**src/rtl/isp_src_align_mux.sv**
```systemverilog
// Latency-aligned, frame-synchronous N-way source selector for the ISP colour path.
// Optional frame statistics (oFRAME_CNT/oSEL_CHG) enabled by `define ISP_FRAME_STAT_EN.
module isp_src_align_mux #(
  parameter int DW = 8,
  parameter int NCH = 3,
  parameter int NSRC = 3,
  parameter logic [8*NSRC-1:0] SRC_LAT = {8'd5, 8'd3, 8'd1},
  parameter int LAT_MAX = 5,
  localparam int SELW = NSRC > 1 ? $clog2(NSRC) : 1
) (
  input  logic                     VGA_CLK,
  input  logic                     RST,
  input  logic                     iVS,
  input  logic                     iDVAL,
  input  logic [SELW-1:0]          iSEL,
  input  logic [NSRC*NCH*DW-1:0]   iSRC_DATA,
  output logic [NCH*DW-1:0]        oDATA,
  output logic                     oDVAL,
  output logic                     oVS,
  output logic [SELW-1:0]          oSEL,
  output logic [15:0]              oFRAME_CNT,
  output logic                     oSEL_CHG
);

  localparam int PW = NCH * DW;

  logic [PW-1:0]   aligned [NSRC];
  logic            dVAL;
  logic            dVS;
  logic            vsPrev;
  logic [SELW-1:0] pendSel;
  logic [SELW-1:0] actSel;
  logic [SELW-1:0] selNext;
  logic [PW-1:0]   muxData;
  logic            vsRise;
  logic            dVsRise;
  logic            selOk;

  for (genvar i = 0; i < NSRC; i++) begin : gSrc
    localparam int LAT = int'(SRC_LAT[8*i +: 8]);
    localparam int DEPTH = LAT_MAX - LAT;
    if (LAT > LAT_MAX) begin : gBad
      $error("isp_src_align_mux: SRC_LAT exceeds LAT_MAX");
    end else if (DEPTH == 0) begin : gWire
      assign aligned[i] = iSRC_DATA[i*PW +: PW];
    end else begin : gDly
      logic [PW-1:0] dly [DEPTH];
      always_ff @(posedge VGA_CLK or posedge RST) begin
        if (RST) begin
          for (int j = 0; j < DEPTH; j++) dly[j] <= '0;
        end else begin
          dly[0] <= iSRC_DATA[i*PW +: PW];
          for (int j = 1; j < DEPTH; j++) dly[j] <= dly[j-1];
        end
      end
      assign aligned[i] = dly[DEPTH-1];
    end
  end

  if (LAT_MAX == 0) begin : gCtlWire
    assign dVAL = iDVAL;
    assign dVS = iVS;
  end else begin : gCtlDly
    logic [LAT_MAX-1:0] valSr;
    logic [LAT_MAX-1:0] vsSr;
    always_ff @(posedge VGA_CLK or posedge RST) begin
      if (RST) begin
        valSr <= '0;
        vsSr <= '0;
      end else begin
        valSr <= (valSr << 1) | LAT_MAX'(iDVAL);
        vsSr <= (vsSr << 1) | LAT_MAX'(iVS);
      end
    end
    assign dVAL = valSr[LAT_MAX-1];
    assign dVS = vsSr[LAT_MAX-1];
  end

  // oVS is dVS one cycle late, so it doubles as the dVS edge history
  assign vsRise = iVS & ~vsPrev;
  assign dVsRise = dVS & ~oVS;
  assign selOk = {1'b0, iSEL} < (SELW+1)'(NSRC);
  assign selNext = dVsRise ? pendSel : actSel;

  always_comb begin
    muxData = '0;
    for (int i = 0; i < NSRC; i++)
      if (selNext == SELW'(i)) muxData = aligned[i];
  end

  always_ff @(posedge VGA_CLK or posedge RST) begin
    if (RST) begin
      vsPrev <= 1'b0;
      pendSel <= '0;
      actSel <= '0;
      oDATA <= '0;
      oDVAL <= 1'b0;
      oVS <= 1'b0;
    end else begin
      vsPrev <= iVS;
      if (vsRise && selOk) pendSel <= iSEL;
      actSel <= selNext;
      oDVAL <= dVAL;
      oVS <= dVS;
      oDATA <= dVAL ? muxData : '0;
    end
  end

  assign oSEL = actSel;

`ifdef ISP_FRAME_STAT_EN
  logic [15:0] frameCnt;
  logic        selChg;

  always_ff @(posedge VGA_CLK or posedge RST) begin
    if (RST) begin
      frameCnt <= '0;
      selChg <= 1'b0;
    end else begin
      if (dVsRise) frameCnt <= frameCnt + 16'd1;
      selChg <= selNext != actSel;
    end
  end

  assign oFRAME_CNT = frameCnt;
  assign oSEL_CHG = selChg;
`else
  assign oFRAME_CNT = 16'd0;
  assign oSEL_CHG = 1'b0;
`endif

endmodule
```
**config.mk**
```make
export PLATFORM = sky130hd
export DESIGN_NAME = isp_src_align_mux
export DESIGN_NICKNAME = d
export VERILOG_FILES = /design/src/rtl/isp_src_align_mux.sv
export SDC_FILE = /design/constraint.sdc
export NUM_CORES = 1
export LEC_CHECK = 0
export BUFFER_PORTS_ARGS = -buffer_cell sky130_fd_sc_hd__buf_4
export CAP_MARGIN = 0
export CELL_PAD_IN_SITES_DETAIL_PLACEMENT = 0
export CELL_PAD_IN_SITES_GLOBAL_PLACEMENT = 2
export CORE_MARGIN = 2
export CORE_UTILIZATION = 40
export DETAILED_ROUTE_END_ITERATION = 12
export HOLD_SLACK_MARGIN = 0.06
export PLACE_DENSITY_LB_ADDON = 0.1
export SLEW_MARGIN = 0
export SYNTH_ARGS = -nofsm -noshare
export SYNTH_HDL_FRONTEND = slang
export SYNTH_SLANG_ARGS = --single-unit
```
**constraint.sdc**
```tcl
create_clock -name VGA_CLK -period 11.5 [get_ports VGA_CLK]
set_input_delay 1.15 -clock VGA_CLK [delete_from_list [all_inputs] [get_ports VGA_CLK]]
set_output_delay 1.15 -clock VGA_CLK [all_outputs]
set_load 0.01 [all_outputs]
```
### After elaboration in Yosys (flattened, before gate mapping)

Index checks and enable logic that the tools add are counted.

* input bits: 78
* output and inout bits: 45
* word-level logic and storage cells: 30
* register bits: 185

* reduce and logical (&&, ||, !) cells: 2
* mux-type cells: 5
* equal/unequal tests: 2
* bitwise operators: 6
* order comparisons: 1

Operators with widths (count)
* 2-to-1 mux 24 bit: 4
* bitwise OR 5 x 1 -> 5 bit: 2
* bitwise AND 1 bit: 2
* equality test 2 x 1 -> 1 bit, second input constant: 1
* equality test 2 bit, second input constant: 1
* logical NOT 2 bit: 1
* < comparator 2 bit, second input constant: 1
* 2-to-1 mux 2 bit: 1
* NOT 1 bit: 2
* logical AND 1 bit: 1

### Logic depth before layout (Yosys ltp)

* depth in word-level cells: 8
* mapped depth: 6
* gate-level depth less buffers: 4

### Worst setup path before layout

No wires, ideal clock.

* kind: reg-to-output
* from: register actSel[1], in the netlist oSEL[1]
* to: output port oSEL[1]
* stages on the path, launching flop included: 1
* required time: 10.350 ns
* slack: 9.937 ns
* data arrival time: 0.413 ns
* path buffers: 0
* path through: dfrtp_1

RTL lines
* start: declaration: RTL line 32 `logic [SELW-1:0] actSel;`
* start signal: assignment: RTL line 102 `actSel <= selNext;`
* end: declaration: RTL line 20 `output logic [SELW-1:0] oSEL,`

No word-level cell between the ends.

==> metrics <==
Via density 4.215; Netlist Area Pre-Place 5386 µm²; Net Sw Frac 20.98%; Storage cell area between 4000 and 5000 µm²; Sink Count 184; Area growth syn-to-layout 28.15%; Die Span X 120.0 µm; # rows 42; CP bufs+invs 3; Fin Setup TNS 0 ns; min Tclk post-route 2.343 ns; IO Pins 123; cts-stage hold buffer count 0; DP Cell Count around 550; crit path kind input pin to asynchronous set/reset pin; max_slew headroom approximately 28%; Synth Flop Type dfrtp_1; worst slew pin tran around 1.1 ns; initial antenna violation count 0; flops & latches, synth 184; antenna cells 0; final period utilization 20.38%; fillcell total 1102; CTS resizes 0; top-count cell post-synth dfrtp_1; Final Hold Fails 0; most used cell, CP buf_4; # Post-CTS Setup Buffers 0; top post-synthesis cells by count dfrtp_1, mux2i_1, o2bb2ai_1; outcome finished clean; Worst R2R Start oVS; worst setup margin 9.157 ns; Max Fanout on Critical Path 102; Routed WL per cell 14.07 µm; Final Hold Slack around 0.34 ns; worst hold path depth 0; hold path endpoint gSrc[0].gDly.dly[48]; RSZ-0062 raised after global routing no; RD Place Congestion 0.6989; worst vdd ir between 0.09 and 0.1 mV; Die Y 120.0 µm; clock share of power between 40% and 50%; Netlist cell types 17; Root Buffer clkbuf_16; Achievable Freq 426.7 MHz; first-pass GRT wire length around 13000 µm; Synth warnings 0; final wirelength slightly above 8000 µm; clk buf depth 2; Reg power frac 49.4%; worst r2r path cells 4; slowest CP cell buf_4; pin count of the biggest net entering global routing 103; clk_skew between 0.008 and 0.009 ns; synth top area cells dfrtp_1, mux2i_1, o2bb2ai_1; vias ~2400; Max stage delay on crit path 0.87 ns; Data arrival, critical path approximately 2.7 ns; largest delay contributor family on the critical path buffers and inverters; vias in the first global route 2519; sequential fraction of the synthesis area about 85%; Synth area leader dfrtp_1; path type of the worst min-delay path flop to flop; startpoint types input pin; Leakage 3.311 nW; syn_area_per_cell 19.66 µm²; Core Area 13190 µm²; Yosys top cell area share 85.48%; Slew Limit Fails 0; PortBufs 105; number of max-cap violations 0; initial core utilization 40.84%; Net Sw Power 0.3002 mW; power density over the cells 207.3 nW/µm²; Final HPWL DP 4929 µm; Hold Startpoint gSrc[0].gDly.dly[72]; crit path capture type asynchronous set/reset pin; gr usage total 12.48%; r2r setup slk 9.55 ns; Post-Syn Instances 274; clk_lat worst skew approximately 0.42 ns; TritonCTS buffer count 17; Post-synth EDFFs 0; Multi-input gate area 639.4 µm²; final std cells w/o fill 581; Logic pwr share around 9.0%; critical-path cell list buf_4, inv_8, buf_4; Die ar. 14410 µm²; fin nets 470; layout cells sized above 1 34.32%; CTS tree done; internal power between 1 and 1.5 mW; r2r endpoint oDATA[12]; Clock transition at path regs 0.06 ns; Final Setup Violations 0; DRC viols 0; WP data required 11.90 ns; GRT overflow 0; H-tree levels 4; DRT Pass-1 Iters 4; Iteration-0 DRC Markers 101; asr flop ratio synth 100.0%; pre-CTS setup slack around 8.6 ns; post-route ant nets 0
[worst reg2reg max path, stage by stage, from the launching register on]
cell,delay [ns]
dfrtp_1,0.38
nand2b_4,0.17
or3b_1,0.42
a21oi_4,0.68
o2bb2ai_1,0.21
[power by group through the flow]
| stage | clock, mW | combinational (mW) | sequential, mW |
|---|---|---|---|
| 6_report | 0.596 | 0.128 | 0.707 |
| 5_1_grt | 0.644 | 0.140 | 0.711 |
| 2_1_floorplan | 0 | 0.0684 | 0.725 |
| 3_3_place_gp | 0 | 0.131 | 0.718 |
| 4_1_cts | 0.614 | 0.133 | 0.708 |
| 3_5_place_dp | 0 | 0.133 | 0.720 |
[kinds of logic (layout without fill, tap and decap cells)]
group | count (synthesis) | after routing | synth area share (%)
and+or+nand+nor | 11 | 11 | 1.208
AOI/OAI and AO/OA | 25 | 25 | 4.320
other | 1 | 17 | 0.06962
muxes | 26 | 26 | 5.157
DFF | 184 | 184 | 85.48
buffers and inverters | 27 | 142 | 3.763
[stage by stage]
stage          area, µm²  total power, mW  utilization (%)
2_1_floorplan       5446           0.7935                -
3_3_place_gp        6286           0.8488            47.66
3_5_place_dp        6286           0.8526            47.66
4_1_cts             6903            1.454            52.33
5_1_grt             6903            1.495            52.33
6_report            6903            1.431            52.33
[cells in the final DEF, fill, tap and decap left out, types with 2 or more instances in the layout]
master / instances
nor2_1: 6
buf_4: 107
conb_1: 17
clkbuf_8: 2
dfrtp_1: 184
clkbuf_1: 6
clkbuf_16: 17
inv_1: 2
o2bb2ai_1: 23
bufinv_16: 4
mux2i_1: 24
[layout make-up]
cell class	instances	share of cell area [%]
Multi-Input combinational cell	79	9.262
Inverter	3	0.2719
Tap cell	176	3.190
Clock inverter	7	2.048
Timing Repair Buffer	107	11.64
Sequential cell	184	66.70
Clock buffer	25	6.888
[registers in the layout, summed over array words and instances, names as in the netlist]
signal and count:
oDATA 24, aligned 48, gSrc.gDly.dly 96, oVS 1, gCtlDly.valSr 5, oSEL 2
pendSel 2, oDVAL 1, gCtlDly.vsSr 5
[routing by layer]
| layer | GRT usage, % | share of wire, % |
|---|---|---|
| met5 | 0 | 0 |
| met4 | 7.794 | 2.1 |
| met3 | 5.228 | 6.3 |
| met2 | 19.11 | 51 |
| met1 | 14.56 | 40 |
[worst max path at each step]
stage	startpoint	end	slack, ns	cells past startpoint
2_1_floorplan	RST	aligned[24]	5.35	1
3_3_place_gp	RST	oDATA[12]	8.67	3
3_5_place_dp	RST	gSrc[0].gDly.dly[36]	8.64	3
4_1_cts	RST	gSrc[1].gDly.dly[34]	9.10	3
5_1_grt	RST	gSrc[0].gDly.dly[28]	8.84	3
6_report	RST	aligned[55]	9.16	3
No activity file was read; power rests on OpenSTA's default activity.
